## src/rtl/snoop_bus_pkg.sv

```systemverilog
`default_nettype none
// ============================================================================
// Module      : snoop_bus_pkg
// Description : Shared types and constants for the snooping bus controller:
//               FSM state encoding, bus message field positions, memory
//               operation codes and a helper that spots the null message.
// Revision    : 1.0 - initial release
// ============================================================================
package snoop_bus_pkg;

    typedef enum logic [2:0] {
        IDLE  = 3'd0,
        ISSUE = 3'd1,
        SNOOP = 3'd2,
        MEM   = 3'd3,
        DONE  = 3'd4
    } state_t;

    localparam int MSG_W      = 10;
    localparam int BUS_MSG_HI = 9;
    localparam int BUS_MSG_LO = 8;
    localparam int MEM_MSG_HI = 7;
    localparam int MEM_MSG_LO = 6;
    localparam int TAG_HI     = 5;
    localparam int TAG_LO     = 3;
    localparam int DATA_HI    = 2;
    localparam int DATA_LO    = 0;

    localparam logic [1:0] MEM_NONE = 2'b00;
    localparam logic [1:0] MEM_READ = 2'b01;
    localparam logic [1:0] MEM_WB   = 2'b10;

    // A message with neither a bus nor a memory operation needs no snoop
    // phase and no memory access.
    function automatic logic is_null_msg(input logic [MSG_W-1:0] msg);
        return (msg[BUS_MSG_HI:MEM_MSG_LO] == 4'b0000);
    endfunction

endpackage : snoop_bus_pkg
`default_nettype wire

```

## src/rtl/bus_arbiter.sv

```systemverilog
`default_nettype none
// ============================================================================
// Module      : bus_arbiter
// Description : One-hot grant generator for the snooping bus.
//               Macro RR_ARB_EN selects round-robin (search starts at ptr);
//               otherwise fixed priority, lowest index wins, ptr ignored.
// Ports       : req   [N_CPU-1:0] in  - request vector
//               ptr   [PTR_W-1:0] in  - round-robin search start index
//               grant [N_CPU-1:0] out - one-hot winner (zero if no request)
// Revision    : 1.0 - initial release
// ============================================================================
module bus_arbiter #(
    parameter int N_CPU = 3,
    parameter int PTR_W = 2
) (
    input  logic [N_CPU-1:0] req,
    input  logic [PTR_W-1:0] ptr,
    output logic [N_CPU-1:0] grant
);

`ifdef RR_ARB_EN
    // Rotate requests so ptr lands at bit 0, isolate the lowest set bit,
    // then rotate the one-hot result back into place.
    logic [2*N_CPU-1:0] w_req_dbl;
    logic [2*N_CPU-1:0] w_gnt_dbl;
    logic [N_CPU-1:0]   w_req_rot;
    logic [N_CPU-1:0]   w_gnt_rot;

    assign w_req_dbl = {req, req} >> ptr;
    assign w_req_rot = w_req_dbl[N_CPU-1:0];
    assign w_gnt_rot = w_req_rot & (~w_req_rot + N_CPU'(1));
    assign w_gnt_dbl = {{N_CPU{1'b0}}, w_gnt_rot} << ptr;
    assign grant     = w_gnt_dbl[2*N_CPU-1:N_CPU] | w_gnt_dbl[N_CPU-1:0];
`else
    logic w_unused_ptr;

    assign w_unused_ptr = ^ptr;
    assign grant        = req & (~req + N_CPU'(1));
`endif

endmodule : bus_arbiter
`default_nettype wire

```

## src/rtl/snoop_bus.sv

```systemverilog
`default_nettype none
// ============================================================================
// Module      : snoop_bus
// Description : Snooping bus + backing-memory controller for MESI caches.
//               Arbitrates one issuer, latches and broadcasts its message,
//               collects snoop responses and services the memory half.
//               Macro RR_ARB_EN: round-robin arbitration (else fixed prio).
// Ports       : clock, clear (async, active low)
//               req, msg_in, shared_out_i       - from the caches
//               controleP, habilita, bus_in,
//               shared_in, grant                - to the caches
//               mem_data, busy, done            - status / read data
// Revision    : 1.0 - initial release
// ============================================================================
module snoop_bus
    import snoop_bus_pkg::*;
#(
    parameter int N_CPU        = 3,
    parameter int ISSUE_CYCLES = 3,
    parameter int SNOOP_CYCLES = 2,
    parameter int MEM_WORDS    = 8
) (
    input  logic                   clock,
    input  logic                   clear,
    input  logic [N_CPU-1:0]       req,
    input  logic [MSG_W*N_CPU-1:0] msg_in,
    input  logic [N_CPU-1:0]       shared_out_i,
    output logic [N_CPU-1:0]       controleP,
    output logic [N_CPU-1:0]       habilita,
    output logic [MSG_W-1:0]       bus_in,
    output logic                   shared_in,
    output logic [N_CPU-1:0]       grant,
    output logic [2:0]             mem_data,
    output logic                   busy,
    output logic                   done
);

    localparam int PTR_W  = $clog2(N_CPU);
    localparam int MEM_AW = (MEM_WORDS > 1) ? $clog2(MEM_WORDS) : 1;
    localparam int CNT_W  = 8;

    state_t              r_state;
    state_t              w_state_nxt;
    logic [CNT_W-1:0]    r_cnt;
    logic [N_CPU-1:0]    r_grant;
    logic [N_CPU-1:0]    w_arb_grant;
    logic [MSG_W-1:0]    r_bus;
    logic                r_shared;
    logic [2:0]          r_mem_data;
    logic [2:0]          r_mem [MEM_WORDS];
    logic [MSG_W-1:0]    w_msg_sel;
    logic [PTR_W-1:0]    w_ptr;
    logic [MEM_AW-1:0]   w_mem_idx;
    logic                w_issue_last;
    logic                w_snoop_last;

    assign w_issue_last = (r_cnt == CNT_W'(ISSUE_CYCLES - 1));
    assign w_snoop_last = (r_cnt == CNT_W'(SNOOP_CYCLES - 1));
    assign w_mem_idx    = MEM_AW'(32'(r_bus[TAG_HI:TAG_LO]) % MEM_WORDS);

    bus_arbiter #(
        .N_CPU (N_CPU),
        .PTR_W (PTR_W)
    ) u_arbiter (
        .req   (req),
        .ptr   (w_ptr),
        .grant (w_arb_grant)
    );

`ifdef RR_ARB_EN
    logic [PTR_W-1:0] r_ptr;
    logic [PTR_W-1:0] w_win_idx;

    always_comb begin
        w_win_idx = '0;
        for (int i = 0; i < N_CPU; i++) begin
            if (w_arb_grant[i]) begin
                w_win_idx = PTR_W'(i);
            end
        end
    end

    // Pointer moves to the CPU after the winner as the grant is taken.
    always_ff @(posedge clock or negedge clear) begin
        if (!clear) begin
            r_ptr <= '0;
        end else if (r_state == IDLE && |req) begin
            r_ptr <= (w_win_idx == PTR_W'(N_CPU - 1)) ? '0 : w_win_idx + PTR_W'(1);
        end
    end

    assign w_ptr = r_ptr;
`else
    assign w_ptr = '0;
`endif

    // Issuer's message, selected by the registered one-hot grant.
    always_comb begin
        w_msg_sel = '0;
        for (int i = 0; i < N_CPU; i++) begin
            if (r_grant[i]) begin
                w_msg_sel = w_msg_sel | msg_in[i*MSG_W +: MSG_W];
            end
        end
    end

    always_ff @(posedge clock or negedge clear) begin
        if (!clear) begin
            r_state <= IDLE;
        end else begin
            r_state <= w_state_nxt;
        end
    end

    always_comb begin
        w_state_nxt = r_state;
        controleP   = '0;
        habilita    = '0;
        busy        = 1'b1;
        done        = 1'b0;
        case (r_state)
            IDLE: begin
                busy = 1'b0;
                if (|req) begin
                    w_state_nxt = ISSUE;
                end
            end
            ISSUE: begin
                controleP = r_grant;
                habilita  = '1;
                if (w_issue_last) begin
                    w_state_nxt = SNOOP;
                end
            end
            SNOOP: begin
                habilita = '1;
                // The latched message is first visible here, so the null
                // shortcut is taken from the first snoop cycle.
                if (r_cnt == '0 && is_null_msg(r_bus)) begin
                    w_state_nxt = DONE;
                end else if (w_snoop_last) begin
                    w_state_nxt = MEM;
                end
            end
            MEM: begin
                habilita    = '1;
                w_state_nxt = DONE;
            end
            DONE: begin
                done        = 1'b1;
                w_state_nxt = IDLE;
            end
            default: begin
                w_state_nxt = IDLE;
            end
        endcase
    end

    always_ff @(posedge clock or negedge clear) begin
        if (!clear) begin
            r_cnt      <= '0;
            r_grant    <= '0;
            r_bus      <= '0;
            r_shared   <= 1'b0;
            r_mem_data <= '0;
            for (int i = 0; i < MEM_WORDS; i++) begin
                r_mem[i] <= '0;
            end
        end else begin
            if (r_state != w_state_nxt) begin
                r_cnt <= '0;
            end else if (r_state == ISSUE || r_state == SNOOP) begin
                r_cnt <= r_cnt + CNT_W'(1);
            end

            if (r_state == IDLE && |req) begin
                r_grant <= w_arb_grant;
            end else if (r_state == DONE) begin
                r_grant <= '0;
            end

            if (r_state == ISSUE && w_issue_last) begin
                r_bus <= w_msg_sel;
            end

            // The issuer never answers its own snoop.
            if (r_state == SNOOP && w_state_nxt == MEM) begin
                r_shared <= |(shared_out_i & ~r_grant);
            end

            if (r_state == MEM) begin
                case (r_bus[MEM_MSG_HI:MEM_MSG_LO])
                    MEM_READ: r_mem_data       <= r_mem[w_mem_idx];
                    MEM_WB:   r_mem[w_mem_idx] <= r_bus[DATA_HI:DATA_LO];
                    default:  ;
                endcase
            end
        end
    end

    assign bus_in    = r_bus;
    assign shared_in = r_shared;
    assign grant     = r_grant;
    assign mem_data  = r_mem_data;

endmodule : snoop_bus
`default_nettype wire

```

## config.mk

```make
export PLATFORM = sky130hd
export DESIGN_NAME = snoop_bus
export DESIGN_NICKNAME = d
export VERILOG_FILES = /design/src/rtl/snoop_bus_pkg.sv /design/src/rtl/bus_arbiter.sv /design/src/rtl/snoop_bus.sv
export SDC_FILE = /design/constraint.sdc
export NUM_CORES = 1
export LEC_CHECK = 0
export CORE_MARGIN = 8
export CORE_UTILIZATION = 50
export DETAILED_ROUTE_END_ITERATION = 12
export GPL_ROUTABILITY_DRIVEN = 0
export HOLD_SLACK_MARGIN = 0.15
export PLACE_DENSITY = 0.9
export SYNTH_ARGS = -nofsm -noshare
export SYNTH_HDL_FRONTEND = slang
export SYNTH_SLANG_ARGS = --single-unit
```

## constraint.sdc

```tcl
create_clock -name clock -period 5.7 [get_ports clock]
set_clock_uncertainty 0.2 [all_clocks]
set_input_delay 1.14 -clock clock [delete_from_list [all_inputs] [get_ports clock]]
set_output_delay 1.14 -clock clock [all_outputs]
set_load 0.1 [all_outputs]
```

==> results.tsv, run 1 <==
metric	value	unit
io_buffers	62	
clock_path_buffers	2	
hold_path_class	reg -> reg	
seq_area_frac_synth	47.9	%
crit_path_top_delay_cell	clkdlybuf4s50_1	
worst_slew_pin_slew	1.12	ns
ys_ff_latch	52	
fp.dieArea	8040	um^2
core	5370	um^2
clock_latency	0.30	ns
status	finished, final reports clean	
syn_inst	248	
antenna_cells	0	
vias	2199	
final_antenna_net_count	0	
maxCapViolCount	0	
cts_resized	0	
clock.fmax	0.244	GHz
path_max_fanout	19	
synth_compound_area_share	12.7	%
ys_warn_count	0	
grt_first_pass_wirelength	10900	um
cts_tree	built	
row_count	27	
met1_length	2760	um
cts_root_buffer	clkbuf_8	
setup_viol	0	
period_share	71.8	%
synth_xor_area_share	2.58	%
die_y	89.7	um
relSlewSlack	25.2	%
drt_pass1_iterations	5	
grt_util_all_layers	17.5	%
avgSynthCellArea	10.9	um^2
synth.mux.area_fraction	14.1	%
yosysTopAreaCell	dfrtp_1	
clkTransAtPathRegs	0.09	ns
worst-path-buf-inv	1	
crit_type	reg -> out	
async_flop_share	100	%
post_cts.repair.setup_buffers	0	
hold_buffers	0	
grt_max_degree	53	
initial_core_util	50.5	%
route.met2.wl	3500	um
cp.arrival	2.75	ns
wl_met3	413	um
final_hold_viol_count	0	
numClockSinks	52	
ys.flop_type	dfrtp_1	
via_per_inst	5.85	
overflow	0	
cts_max_level	2	
wl	6740	um
finalMaxSlewViolations	0	
antenna_found_initial	0	
path_delay_family	buffers and inverters	
synth-simple-area-share	17.7	%
synthAdderAreaFrac	1.84	%
drt_iter0_drc	133	
synth_nets	290	
die_w	89.7	um
end_kind	output pin	
wl_per_cell	17.9	um
fin_tns_setup	0	ns
remaining_drc_errors	0	
synth_top_area_share	47.9	%
syn2layout_area_growth	27.1	%
dp_hpwl	5060	um
cp-start-kind	flip-flop	
drive_gt1_share	14.1	%
cts_buffers	5	
synth_edf_count	0	
grt_pass1_vias	2283	
synth_top_family_by_area	simple AND/OR/NAND/NOR gates	
max_stage_delay	1.14	ns
yosys-top-cells-area	dfrtp_1 48%, mux2_2 10%, a222oi_1 3.7%	
dr.max_layer_used	met4	
nets	345	
io_pins	63	
worst_ep_required_time	4.36	ns
ys_types	47	
layout_min_cycle_time	4.09	ns
syn_area	2720	um^2
rsz0062_at_grt	false	
worstPathCellList	nor3b_1, and2_1, clkdlybuf4s50_1	
-- layout make-up --
class | count | area, um^2
fill | 402 | 1920
multi-input combinational | 176 | 1330
tap | 72 | 90.1
sequential | 52 | 1300
clock buffer | 7 | 86.3
inverter | 6 | 22.5
timing repair buffer | 62 | 616
clock inverter | 1 | 7.51
-- routing by layer --
| layer | vias to the layer above | GRT usage [%] |
|---|---|---|
| li1 | 1031 | - |
| met1 | 1098 | 20.8 |
| met2 | 65 | 29.7 |
| met3 | 5 | 4.19 |
| met4 | 0 | 6.80 |
| met5 | - | 0 |
-- stage by stage --
step           cells  instance area, um^2  hold WS (ns)  setup WS (ns)  util [%]
2_1_floorplan    248                 2720         0.270           1.78         -
3_3_place_gp     368                 3360         0.284           1.95      62.5
3_5_place_dp     368                 3360         0.294           1.96      62.5
4_1_cts          376                 3450         0.316           1.60      64.2
5_1_grt          376                 3450         0.332           1.42      64.2
6_report         376                 3450         0.314           1.61      64.2
-- worst reg2reg max path, stage by stage (launching register included) --
cell and delay, ns:
dfrtp_1 0.57, nor3b_1 0.52, nand4_1 0.65, o21ai_0 0.42
-- cells by family (layout without fill, tap and decap cells) --
logic type,count (synthesis),count (layout)
AND/OR/NAND/NOR,84,84
flip-flops,52,52
AO/OA/AOI/OAI,48,48
multiplexers,32,32
buffers and inverters,20,76
XOR/XNOR,8,8
adder cells (fa/ha/maj),4,4
-- worst paths after layout --
| check | slack [ns] | startpoint | depth (start not counted) | end |
|---|---|---|---|---|
| max | 1.61 | r_state[2] | 3 | controleP[0] |
| min | 0.31 | r_mem[18] | 1 | r_mem[18] |
| max reg2reg | 3.25 | r_state[2] | 3 | bus_in[4] |
| min reg2reg | 0.31 | r_mem[18] | 1 | r_mem[18] |
| max in group asynchronous | 3.77 | clear | 1 | r_state[2] |
| min in group asynchronous | 0.85 | clear | 1 | r_mem[15] |
-- sequential cells by signal (all words and copies together), names as in the netlist --
signal / cells
r_mem: 24
bus_in: 10
r_cnt: 8
grant: 3
mem_data: 3
r_state: 3
shared_in: 1
-- cell usage in the layout (no fill, tap or decap), types with 2 or more instances in the layout --
| master | instances |
|---|---|
| clkdlybuf4s50_1 | 61 |
| dfrtp_1 | 52 |
| mux2_2 | 25 |
| nand2_1 | 22 |
| o21ai_0 | 15 |
| nor2_1 | 10 |
| nor3_1 | 10 |
| a222oi_1 | 10 |
| nand3_1 | 7 |
| inv_1 | 6 |
| nor3b_1 | 6 |
| xnor2_1 | 6 |
| clkbuf_8 | 6 |
| or3_1 | 4 |
| a21oi_1 | 4 |
| o211ai_1 | 4 |
| and2_1 | 4 |
| nor2b_1 | 4 |
| mux2i_1 | 4 |
| ha_1 | 4 |
| nand3b_1 | 3 |
| a31oi_1 | 3 |
| a41oi_1 | 2 |
| nor4b_2 | 2 |
| nand4b_1 | 2 |
| xor2_1 | 2 |
| o221ai_1 | 2 |
| a221oi_1 | 2 |
| mux4_2 | 2 |
-- cells in the mapped netlist, types with 3 or more instances --
cell / instances
a21oi_1: 4
nand2_1: 22
dfrtp_1: 52
nor3b_1: 6
o21ai_0: 15
ha_1: 4
or3_1: 4
inv_1: 6
nand3_1: 7
buf_2: 3
clkbuf_1: 9
xnor2_1: 6
a31oi_1: 3
mux2i_1: 4
mux2_2: 25
a222oi_1: 10
nor3_1: 10
nand3b_1: 3
o211ai_1: 4
nor2_1: 10
nor2b_1: 4
and2_1: 4
Power of run 1 is not shown: default switching activity piles up to over one toggle a cycle in this logic, so the estimate is an artifact.
==> inputs of run 2 (changes only) <==
==> constraint.sdc (replaced) <==
create_clock -name clock -period 4 [get_ports clock]
set_clock_uncertainty 0.2 [all_clocks]
set_input_delay 0.8 -clock clock [delete_from_list [all_inputs] [get_ports clock]]
set_output_delay 0.8 -clock clock [all_outputs]
set_load 0.1 [all_outputs]
==> results.tsv, run 2 (synthesis results as in run 1) <==
metric	value	unit
cts_max_level	2	
rsz0062_at_grt	false	
clock_path_buffers	2	
period_share	84.1	%
relSlewSlack	32.7	%
drt_pass1_iterations	5	
cp-start-kind	flip-flop	
initial_core_util	50.5	%
row_count	27	
largest_register	r_mem	
setup_viol	0	
die_w	89.7	um
status	finished, final reports clean	
crit_type	reg -> out	
fin_tns_setup	0	ns
via_per_inst	5.81	
crit_path_top_delay_cell	clkdlybuf4s50_1	
largest_reg_flops	24	
fp.dieArea	8040	um^2
regArea	1300	um^2
n_fill_cell	416	
die_y	89.7	um
multi_input_area	1330	um^2
nets	346	
path_max_fanout	19	
io_pins	63	
worst_slew_pin_slew	1.01	ns
dp_hpwl	5060	um
final_antenna_net_count	0	
cp.arrival	2.36	ns
core	5370	um^2
post_cts.repair.setup_buffers	0	
io_buffers	62	
cts_buffers	5	
cts_tree	built	
wl_per_cell	18.1	um
vias	2190	
cts_root_buffer	clkbuf_8	
clock_latency	0.31	ns
cts_resized	0	
hold_buffers	0	
layout_min_cycle_time	3.36	ns
antenna_found_initial	0	
wl	6830	um
drive_gt1_share	18.4	%
syn2layout_area_growth	26.2	%
antenna_cells	0	
drt_iter0_drc	172	
grt_util_all_layers	18.6	%
worstPathCellList	or3_1, clkdlybuf4s50_1	
layout_common_cells	52 x dfrtp_1, 50 x clkdlybuf4s50_1, 25 x mux2_2	
remaining_drc_errors	0	
grt_pass1_vias	2362	
max_stage_delay	1.15	ns
clock.fmax	0.297	GHz
grt_first_pass_wirelength	11500	um
overflow	0	
final_hold_viol_count	0	
final_common_cell	dfrtp_1	
end_kind	output pin	
numClockSinks	52	
hold_path_class	reg -> reg	
worst_ep_required_time	3.00	ns
maxCapViolCount	0	
finalMaxSlewViolations	0	
grt_max_degree	40	
clkTransAtPathRegs	0.09	ns
[run 2: final timing paths]
path | from | to | slack [ns] | cells past startpoint
max | r_state[2] | busy | 0.64 | 2
min | r_mem[23] | r_mem[23] | 0.31 | 1
min reg2reg | r_mem[23] | r_mem[23] | 0.31 | 1
min in group asynchronous | clear | r_mem[16] | 0.38 | 1
max reg2reg | r_state[2] | bus_in[2] | 1.44 | 4
max in group asynchronous | clear | bus_in[0] | 2.51 | 2
[run 2: layout make-up]
cell class / count / share of cell area (%)
clock buffers: 5 / 2.01
clock inverters: 3 / 0.621
inverters: 6 / 0.657
multi-input cells: 176 / 38.7
flip-flops and latches: 52 / 38.0
well taps: 72 / 2.63
repair buffers: 63 / 17.4
[run 2: metal layers]
| layer | vias to the layer above | track usage, % | wire, um |
|---|---|---|---|
| li1 | 1030 | - | - |
| met1 | 1088 | 21.9 | 2810 |
| met2 | 58 | 32.0 | 3530 |
| met3 | 14 | 4.19 | 339 |
| met4 | 0 | 7.70 | 152 |
| met5 | - | 0 | 0 |
[run 2: through the flow]
stage | util (%) | setup WS, ns | instances | hold slack, ns | area, um^2
2_1_floorplan | - | 0.415 | 248 | 0.270 | 2720
6_report | 63.8 | 0.637 | 377 | 0.313 | 3430
4_1_cts | 63.8 | 0.642 | 377 | 0.311 | 3430
3_5_place_dp | 62.1 | 0.997 | 369 | 0.289 | 3340
3_3_place_gp | 62.1 | 1.03 | 369 | 0.280 | 3340
5_1_grt | 63.8 | 0.547 | 377 | 0.316 | 3430
[run 2: worst max-delay path, delay by kind of cell, from the launching register on]
| kind | cells | cell delay, ns |
|---|---|---|
| flip-flops | 1 | 0.67 |
| buffers and inverters | 1 | 1.15 |
| AND/OR/NAND/NOR | 1 | 0.23 |
Power of run 2 is left out for the same reason.
==> inputs of run 3 (changes only) <==
==> constraint.sdc (replaced) <==
create_clock -name clock -period 3.35 [get_ports clock]
set_clock_uncertainty 0.2 [all_clocks]
set_input_delay 0.67 -clock clock [delete_from_list [all_inputs] [get_ports clock]]
set_output_delay 0.67 -clock clock [all_outputs]
set_load 0.1 [all_outputs]
==> results.tsv, run 3 (synthesis results as in run 1) <==
metric	value	unit
cp-start-kind	flip-flop	
antenna_found_initial	0	
layout.cells.non_filler	379	
end_kind	output pin	
clock.fmax	0.349	GHz
core	5370	um^2
remaining_drc_errors	0	
syn2layout_area_growth	25.7	%
cts_tree	built	
wl_met3	384	um
regToRegStartpoint	bus_in[3]	
cts_root_buffer	clkbuf_8	
drive_gt1_share	23.5	%
crit_path_top_delay_cell	nor3b_1	
cts_buffers	5	
grt_util_all_layers	18.7	%
dp_hpwl	5400	um
numClockSinks	52	
final_hold_viol_count	0	
vias	2237	
route.met2.wl	3700	um
cts_resized	0	
setup_viol	0	
crit_type	reg -> out	
ff2ff_path_depth	4	
layout_common_cells	52 x dfrtp_1, 36 x clkdlybuf4s50_1, 27 x buf_4	
io_buffers	62	
clkTransAtPathRegs	0.10	ns
post-place-cells	370	
worstSetupEndpoint	controleP[0]	
path_delay_family	simple AND/OR/NAND/NOR gates	
worst_slack	0.484	ns
cts_max_level	2	
final_common_cell	dfrtp_1	
io_pins	63	
worstPathCellList	nor3b_1, and2_1, buf_4	
wl_per_cell	18.7	um
worst_ep_required_time	2.48	ns
wl	7070	um
r2r-end	r_mem[0]	
n_fill_cell	412	
period_share	85.6	%
grt_first_pass_wirelength	11600	um
hold_path_class	reg -> reg	
layout_min_cycle_time	2.87	ns
status	finished, final reports clean	
relSlewSlack	54.7	%
antenna_cells	0	
reg2reg_slack	1.01	ns
drt_pass1_iterations	5	
fin_hold_ws	0.314	ns
maxCapViolCount	0	
overflow	0	
fin_tns_setup	0	ns
rsz0062_at_grt	false	
grt_max_degree	29	
max_stage_delay	0.60	ns
post_cts.repair.setup_buffers	0	
largest_register	r_mem	
dr.max_layer_used	met4	
via_per_inst	5.90	
largest_reg_flops	24	
worst_slew_pin_slew	0.678	ns
worstSetupPathDepth	3	
die_y	89.7	um
row_count	27	
cp.arrival	2.00	ns
place_ws	0.833	ns
clock_latency	0.31	ns
path_max_fanout	19	
critPathLaunch	r_state[2]	
worst-path-buf-inv	1	
die_w	89.7	um
initial_core_util	50.5	%
nets	348	
met1_length	2910	um
fp.dieArea	8040	um^2
grt_pass1_vias	2349	
final_antenna_net_count	0	
finalMaxSlewViolations	0	
drt_iter0_drc	164	
clock_path_buffers	2	
-- run 3: final cells by class --
type	count	area [um^2]	share of cell area [%]
Clock buffer	5	68.8	2.02
Clock inverter	3	22.5	0.660
Inverter	6	22.5	0.660
Multi-Input combinational cell	176	1330	39.0
Sequential cell	52	1300	38.1
Tap cell	72	90.1	2.64
Timing Repair Buffer	65	578	16.9
-- run 3: repair_timing --
item,4_1_cts,5_1_grt
setup endpoints to repair,0,0
endpoints found under the hold margin,24,0
hold buffers,1,0
-- run 3: stage by stage --
step | instance area, um^2 | util, %
floorplan | 2720 | -
global placement | 3310 | 61.7
detailed placement | 3310 | 61.7
CTS | 3410 | 63.5
global route | 3410 | 63.5
finish | 3410 | 63.5
-- run 3: routing by layer --
metal	vias up	GRT usage [%]
met1	1113	23.1
li1	1046	-
met4	0	4.98
met3	10	3.64
met2	68	32.6
met5	-	0
-- run 3: worst min-delay path by stage --
stage / startpoint / endpoint / slack (ns) / depth (start not counted)
2_1_floorplan: clear / bus_in[0] / 0.17 / 0
3_3_place_gp: r_mem[7] / r_mem[7] / 0.28 / 1
3_5_place_dp: r_mem[15] / r_mem[15] / 0.29 / 1
4_1_cts: r_mem[15] / r_mem[15] / 0.32 / 1
5_1_grt: r_mem[15] / r_mem[15] / 0.33 / 1
6_report: r_mem[16] / r_mem[16] / 0.31 / 1
Power of run 3 is left out for the same reason.
